--- config.mk ---
export PLATFORM = sky130hd
export DESIGN_NAME = ps2_key_decoder
export DESIGN_NICKNAME = d
export VERILOG_FILES = /design/src/rtl/ps2_key_decoder.sv
export SDC_FILE = /design/constraint.sdc
export NUM_CORES = 1
export LEC_CHECK = 0
export ABC_CLOCK_PERIOD_IN_PS = 1800
export CORE_UTILIZATION = 55
export DETAILED_ROUTE_END_ITERATION = 10
export DONT_BUFFER_PORTS = 1
export GPL_TIMING_DRIVEN = 0
export PLACE_DENSITY = 0.7
export RECOVER_POWER = 100
export SETUP_SLACK_MARGIN = 0.2
export SLEW_MARGIN = 20
export SYNTH_ARGS = -nofsm -noshare
export SYNTH_HDL_FRONTEND = slang
export SYNTH_SLANG_ARGS = --single-unit
export TNS_END_PERCENT = 5
--- constraint.sdc ---
create_clock -name clk_sys -period 1.8 [get_ports clk_sys]
set_input_delay 0.36 -clock clk_sys [delete_from_list [all_inputs] [get_ports clk_sys]]
set_output_delay 0.36 -clock clk_sys [all_outputs]
set_load 0.02 [all_outputs]
--- src/rtl/ps2_key_decoder.sv ---
// PS/2 keyboard receiver: pin conditioning, frame FSM and scan-code decode into the 11-bit ps2_key event word.
// Optional macro PS2_TYPEMATIC_FILTER_EN suppresses typematic repeats of keys that are already held.
//
// state  | meaning
// IDLE   | waiting for a start bit (data low on a clock fall)
// DATA   | shifting in 8 data bits, LSB first
// PARITY | capturing the odd-parity bit
// STOP   | checking the stop bit and parity, then back to IDLE
module ps2_key_decoder #(
  parameter int FILT_LEN    = 8,
  parameter int TIMEOUT_CYC = 20000
) (
  input  logic        clk_sys,
  input  logic        reset_n,
  input  logic        ps2_clk,
  input  logic        ps2_data,
  output logic [10:0] ps2_key,
  output logic        frame_err
);

  localparam int FW = $clog2(FILT_LEN + 1);
  localparam int TW = $clog2(TIMEOUT_CYC + 1);

  typedef enum logic [1:0] {IDLE, DATA, PARITY, STOP} state_t;

  // index 0 is the clock pin, index 1 the data pin
  logic [1:0]    sync1, sync2, filt;
  logic [FW-1:0] fcnt [2];
  logic          filt_clk_d;
  logic          sample, data_bit;

  state_t        state_q, state_d;
  logic [2:0]    bit_cnt;
  logic [7:0]    shreg;
  logic          par_q;
  logic [TW-1:0] to_cnt;
  logic          timeout_hit, stop_ok, stop_bad;
  logic          byte_rdy, byte_bad;

  logic          ext, brk;
  logic [2:0]    skip;
  logic          emit, suppress;

  always_ff @(posedge clk_sys) begin
    if (!reset_n) begin
      sync1      <= 2'b11;
      sync2      <= 2'b11;
      filt       <= 2'b11;
      filt_clk_d <= 1'b1;
      for (int i = 0; i < 2; i++) fcnt[i] <= '0;
    end else begin
      sync1      <= {ps2_data, ps2_clk};
      sync2      <= sync1;
      filt_clk_d <= filt[0];
      for (int i = 0; i < 2; i++) begin
        if (sync2[i] == filt[i]) begin
          fcnt[i] <= '0;
        end else if (fcnt[i] == FW'(FILT_LEN - 1)) begin
          filt[i] <= sync2[i];
          fcnt[i] <= '0;
        end else begin
          fcnt[i] <= fcnt[i] + 1'b1;
        end
      end
    end
  end

  assign sample      = filt_clk_d & ~filt[0];
  assign data_bit    = filt[1];
  // a clock fall in the expiry cycle wins over the timeout
  assign timeout_hit = (state_q != IDLE) && !sample && (to_cnt == TW'(TIMEOUT_CYC - 1));

  always_comb begin
    state_d  = state_q;
    stop_ok  = 1'b0;
    stop_bad = 1'b0;
    if (timeout_hit) begin
      state_d = IDLE;
    end else if (sample) begin
      case (state_q)
        IDLE:    if (!data_bit) state_d = DATA;
        DATA:    if (bit_cnt == 3'd7) state_d = PARITY;
        PARITY:  state_d = STOP;
        STOP: begin
          state_d = IDLE;
          if (data_bit && (^{shreg, par_q})) stop_ok = 1'b1;
          else stop_bad = 1'b1;
        end
        default: state_d = IDLE;
      endcase
    end
  end

  always_ff @(posedge clk_sys) begin
    if (!reset_n) begin
      state_q  <= IDLE;
      bit_cnt  <= '0;
      shreg    <= '0;
      par_q    <= 1'b0;
      to_cnt   <= '0;
      byte_rdy <= 1'b0;
      byte_bad <= 1'b0;
    end else begin
      state_q  <= state_d;
      byte_rdy <= stop_ok;
      byte_bad <= stop_bad;
      if (state_q == IDLE || sample) to_cnt <= '0;
      else to_cnt <= to_cnt + 1'b1;
      if (sample) begin
        case (state_q)
          IDLE:    bit_cnt <= '0;
          DATA: begin
            shreg   <= {data_bit, shreg[7:1]};
            bit_cnt <= bit_cnt + 1'b1;
          end
          PARITY:  par_q <= data_bit;
          default: ;
        endcase
      end
    end
  end

  // a byte that survives prefix/skip/device-response filtering becomes a key event
  assign emit = byte_rdy && (skip == 3'd0)
             && !(shreg inside {8'hE0, 8'hE1, 8'hF0})
             && !(!ext && !brk && (shreg inside {8'h00, 8'hAA, 8'hEE, 8'hFA, 8'hFC, 8'hFD, 8'hFE, 8'hFF}));

`ifdef PS2_TYPEMATIC_FILTER_EN
  logic [511:0] held;
  assign suppress = !brk && held[{ext, shreg}];

  always_ff @(posedge clk_sys) begin
    if (!reset_n) held <= '0;
    else if (emit && !suppress) held[{ext, shreg}] <= !brk;
  end
`else
  assign suppress = 1'b0;
`endif

  always_ff @(posedge clk_sys) begin
    if (!reset_n) begin
      ps2_key   <= '0;
      frame_err <= 1'b0;
      ext       <= 1'b0;
      brk       <= 1'b0;
      skip      <= '0;
    end else begin
      frame_err <= byte_bad | timeout_hit;
      if (byte_bad || timeout_hit) begin
        ext  <= 1'b0;
        brk  <= 1'b0;
        skip <= '0;
      end else if (byte_rdy) begin
        if (skip != 3'd0) skip <= skip - 3'd1;
        else if (shreg == 8'hE1) skip <= 3'd7;
        else if (shreg == 8'hE0) ext <= 1'b1;
        else if (shreg == 8'hF0) brk <= 1'b1;
        else if (emit) begin
          if (!suppress) ps2_key <= {~ps2_key[10], ~brk, ext, shreg};
          ext <= 1'b0;
          brk <= 1'b0;
        end
      end
    end
  end

endmodule

==> flow_summary.html <==
<table>
<tr><th>Metric</th><th>Value</th></tr>
<tr><th colspan="2">STA</th></tr>
<tr><td>Aggregate negative setup slack</td><td>0 ns</td></tr>
<tr><td>RSZ-0062 raised after global routing</td><td>true</td></tr>
<tr><td>Final critical-path required period</td><td>1.704 ns</td></tr>
<tr><td>Number of setup violations in the final report</td><td>0</td></tr>
<tr><td>Worst-case clock skew</td><td>0.006878 ns</td></tr>
<tr><td>Post-route worst hold slack</td><td>0.1292 ns</td></tr>
<tr><td>Crit share post-route</td><td>0.9469</td></tr>
<tr><td>Max Clock Freq</td><td>586.7 MHz</td></tr>
<tr><td>Max Transition Viols Final</td><td>0</td></tr>
<tr><td>Final hold violations</td><td>0</td></tr>
<tr><th colspan="2">CTS</th></tr>
<tr><td>Number of H-tree levels</td><td>3</td></tr>
<tr><td>Clock Latency Late Sink</td><td>0.33 ns</td></tr>
<tr><td>Clock tree from TritonCTS</td><td>yes</td></tr>
<tr><td>Max Buffers Root-to-Sink</td><td>2</td></tr>
<tr><td>CTS buffer count</td><td>9</td></tr>
<tr><td>Count of hold buffers inserted by post-cts repair</td><td>0</td></tr>
<tr><td>Root Buffer Master</td><td>sky130_fd_sc_hd__clkbuf_8</td></tr>
<tr><td>Clock slew at the register clock pins of the worst setup and hold paths</td><td>0.07 ns</td></tr>
<tr><td>Sinks on Clock Net</td><td>63</td></tr>
<tr><th colspan="2">Drt</th></tr>
<tr><td>Total number of vias</td><td>2185</td></tr>
<tr><td>DRC Markers</td><td>0</td></tr>
<tr><td>Violation count after the first detailed-route iteration</td><td>116</td></tr>
<tr><td>Ratio of routed vias to standard cells</td><td>5.215</td></tr>
<tr><td>Antenna-violating nets left</td><td>0</td></tr>
<tr><td>Post-detailed-route wirelength per cell</td><td>13.46 µm</td></tr>
<tr><td>Final wirelength</td><td>5641 µm</td></tr>
<tr><td>Iteration count of the initial detailed-routing pass</td><td>4</td></tr>
<tr><th colspan="2">Finish</th></tr>
<tr><td>Area grow syn2layout</td><td>17.26%</td></tr>
<tr><td>Number of inserted diodes</td><td>0</td></tr>
<tr><td>Commonest non-fill, non-tap cell in the layout</td><td>sky130_fd_sc_hd__nand2_1</td></tr>
<tr><td>Final net count</td><td>359</td></tr>
<tr><td>Commonest cells after routing, fill and taps aside</td><td>sky130_fd_sc_hd__nand2_1 (53), sky130_fd_sc_hd__dfxtp_1 (52), sky130_fd_sc_hd__nor2_1 (25)</td></tr>
<tr><td>Share of cells above drive strength 1</td><td>0.1748</td></tr>
<tr><th colspan="2">Hold path</th></tr>
<tr><td>Min-Delay Path Class</td><td>in -&gt; reg</td></tr>
<tr><td>Number of stages on the worst hold path</td><td>1</td></tr>
<tr><th colspan="2">Yosys</th></tr>
<tr><td>Number of distinct standard cells referenced by the synthesized netlist</td><td>50</td></tr>
<tr><td>Ys flop type</td><td>sky130_fd_sc_hd__dfxtp_1</td></tr>
<tr><td>Synth warn</td><td>0</td></tr>
<tr><td>Post-synth EDFFs</td><td>8</td></tr>
<tr><td>Cell Area, Synth</td><td>2950 µm²</td></tr>
<tr><td>Synthesized area per cell</td><td>9.426 µm²</td></tr>
<tr><td>Share of synthesized flip-flops with an asynchronous set or reset</td><td>0</td></tr>
<tr><td>Register bit count reported by yosys</td><td>63</td></tr>
<tr><td>Number of standard cells after synthesis</td><td>313</td></tr>
<tr><td>Register area share after synthesis</td><td>0.4546</td></tr>
<tr><th colspan="2">Power</th></tr>
<tr><td>IR Drop Worst-Case VDD</td><td>0.0008866 V</td></tr>
<tr><td>Post-route total power</td><td>2.773 mW</td></tr>
<tr><td>Proportion of power drawn by the clock network</td><td>0.461</td></tr>
<tr><td>Logic gate share of total power</td><td>0.019</td></tr>
<tr><td>Design internal power</td><td>2.215 mW</td></tr>
<tr><td>Standby leakage power</td><td>1.303 nW</td></tr>
<tr><td>Power per cell area</td><td>801.5 nW/µm²</td></tr>
<tr><td>Switching pwr</td><td>558.2 µW</td></tr>
<tr><td>Flop pwr share</td><td>0.520</td></tr>
<tr><td>Switching Fraction</td><td>0.2013</td></tr>
<tr><th colspan="2">Setup path</th></tr>
<tr><td>Classification of the worst setup path</td><td>reg -&gt; reg</td></tr>
<tr><td>Cell mode on critical path</td><td>sky130_fd_sc_hd__buf_6</td></tr>
<tr><td>Data required time of the worst path</td><td>2.06 ns</td></tr>
<tr><td>Maximum cell stage delay along the critical path</td><td>0.35 ns</td></tr>
<tr><td>Sequence of cells on the critical path</td><td>buf_6 &gt; nor2b_4 &gt; a21oi_1 &gt; o41ai_1 &gt; and3b_2 &gt; buf_6 &gt; mux2i_1</td></tr>
<tr><td>Reg2Reg Depth</td><td>7</td></tr>
<tr><td>Data arrival time of the critical path</td><td>1.96 ns</td></tr>
<tr><td>Worst-path fanout max</td><td>6</td></tr>
<tr><td>Buf+Inv Stages, Crit Path</td><td>2</td></tr>
<tr><td>Slowest-stage cell, CP</td><td>sky130_fd_sc_hd__o41ai_1</td></tr>
<tr><td>Worst path top cell family by delay</td><td>simple AND/OR/NAND/NOR gates</td></tr>
<tr><td>Crit path capture type</td><td>register</td></tr>
<tr><td>Critical path startpoint category</td><td>register</td></tr>
<tr><td>Logic depth of the worst path, buffers included</td><td>7</td></tr>
<tr><th colspan="2">Flow run</th></tr>
<tr><td>Max-cap check violation count</td><td>0</td></tr>
<tr><th colspan="2">Floorplanning</th></tr>
<tr><td>Die height</td><td>75.24 µm</td></tr>
<tr><td>Effective utilization at floorplan</td><td>0.5740</td></tr>
<tr><td>Die area</td><td>5661 µm²</td></tr>
<tr><td>Number of cell rows</td><td>26</td></tr>
<tr><td>Area of the core</td><td>5140 µm²</td></tr>
<tr><td>Horizontal extent of the die</td><td>75.24 µm</td></tr>
<tr><td>Boundary Pins</td><td>16</td></tr>
<tr><th colspan="2">GRT</th></tr>
<tr><td>Via count of the first global-routing pass</td><td>2021</td></tr>
<tr><td>Antenna violations before repair</td><td>0</td></tr>
<tr><td>Global-route wire length before repair</td><td>9239 µm</td></tr>
<tr><td>Maximum number of pins on one net before global-route repair</td><td>11</td></tr>
<tr><td>Overflow left after global routing</td><td>0</td></tr>
<tr><td>Global router's overall resource usage</td><td>0.2253</td></tr>
<tr><th colspan="2">Placement</th></tr>
<tr><td>Final weighted congestion of routability-driven global placement</td><td>0.7521</td></tr>
<tr><td>Count of input and output buffers</td><td>0</td></tr>
<tr><td>Post-detailed-placement half-perimeter wirelength</td><td>3651 µm</td></tr>
<tr><th colspan="2">Run status</th></tr>
<tr><td>Status</td><td>finished, final reports clean</td></tr>
</table>
## metal layers
layer | share of wire | track usage | vias to the layer above
met5 | 0 | 0 | -
met4 | 0.018 | 0.08848 | 0
met3 | 0.028 | 0.06158 | 9
met2 | 0.48 | 0.3734 | 27
met1 | 0.47 | 0.2803 | 1038
li1 | - | - | 1111
## area by class of cell
type	count	area (µm²)
Timing Repair Buffer	13	101.3
Multi-Input combinational cell	230	1546
Tap cell	70	87.58
Fill cell	452	1680
Sequential cell	63	1345
Buffer	17	138.9
Inverter	10	37.54
Clock inverter	6	75.07
Clock buffer	10	127.6
## what timing repair did
item                       in CTS  in global routing
resized for setup              23                  4
setup buffers                  11                  1
gates cloned                    1                  0
pin swaps                       7                  2
setup endpoints to repair      25                 29
hold endpoints to repair        0                  0
## worst reg2reg max path: cells and delay by family, from the launching register on
kind | cells | cell delay, ns
DFF | 1 | 0.32
muxes | 1 | 0.16
buffers and inverters | 2 | 0.27
and+or+nand+nor | 2 | 0.44
AOI/OAI and AO/OA | 2 | 0.43
## cells in the mapped netlist, drive strengths merged (2+ instances only)
| cell | n | area (µm²) |
|---|---|---|
| ha | 11 | 137.6 |
| a21boi | 10 | 75.07 |
| nor4 | 3 | 18.77 |
| o21ai | 6 | 30.03 |
| inv | 10 | 37.54 |
| nand3b | 3 | 22.52 |
| nor2b | 6 | 52.55 |
| a211oi | 3 | 22.52 |
| nor2 | 26 | 97.59 |
| and2 | 3 | 20.02 |
| or3 | 2 | 12.51 |
| nand4 | 4 | 31.28 |
| and3 | 5 | 31.28 |
| xor2 | 13 | 113.9 |
| o22ai | 2 | 12.51 |
| and4 | 3 | 27.53 |
| edfxtp | 8 | 240.2 |
| a22oi | 3 | 22.52 |
| nand3 | 14 | 75.07 |
| a21oi | 7 | 35.03 |
| dfxtp | 55 | 1101 |
| buf | 10 | 88.83 |
| clkbuf | 7 | 40.04 |
| nand2b | 9 | 56.30 |
| mux2i | 12 | 120.1 |
| nor3 | 3 | 15.01 |
| nand2 | 53 | 198.9 |
| xnor2 | 10 | 87.58 |
## final timing paths
check,end,from,slack (ns)
worst max-delay path,ps2_key[1]$_SDFFE_PN0P_,shreg[1]$_SDFFE_PN0P_,0.1
worst min-delay path,sync1[0]$_SDFF_PN1_,ps2_clk,0.13
worst max register to register,ps2_key[1]$_SDFFE_PN0P_,shreg[1]$_SDFFE_PN0P_,0.1
worst min register to register,sync2[1]$_SDFF_PN1_,sync1[1]$_SDFF_PN1_,0.40
## state kept, by name (all words and copies together) (netlist names), 2 cells and up
name and count:
state_q 2, bit_cnt 3, skip 3, ps2_key 11, filt 2, to_cnt 15, shreg 8, sync1 2
sync2 2, fcnt 8
## per-stage QoR
step | utilization | area (µm²) | instances | setup WS (ns)
finish | 0.6731 | 3460 | 419 | 0.09564
floorplan | - | 2993 | 320 | 0.2006
global placement | 0.5993 | 3080 | 390 | 0.002603
global route | 0.6731 | 3460 | 419 | 0.03896
CTS | 0.6726 | 3457 | 418 | 0.1561
detailed placement | 0.5993 | 3080 | 390 | -0.05593
## cells by family (layout without fill, tap and decap cells)
kind of cell               after synthesis  after routing  share of synthesized area
and+or+nand+nor                        139            139                     0.2392
AOI/OAI and AO/OA                       35             35                    0.08142
muxes                                   13             13                    0.04453
other                                    1              8                   0.001271
buffers and inverters                   27             56                    0.05640
adders and majority gates               11             11                    0.04665
xor gates and xnor gates                24             24                    0.07591
DFF                                     63             63                     0.4546
## power groups by stage
| stage | clock network [mW] | registers (mW) | logic (mW) |
|---|---|---|---|
| after floorplan | 0 | 1.47 | 0.0383 |
| after global placement | 0 | 1.47 | 0.0508 |
| after detailed placement | 0 | 1.47 | 0.0510 |
| after CTS | 1.30 | 1.44 | 0.0513 |
| after global routing | 1.36 | 1.44 | 0.0584 |
| final | 1.28 | 1.44 | 0.0515 |
(Power assumes the default switching activity.)
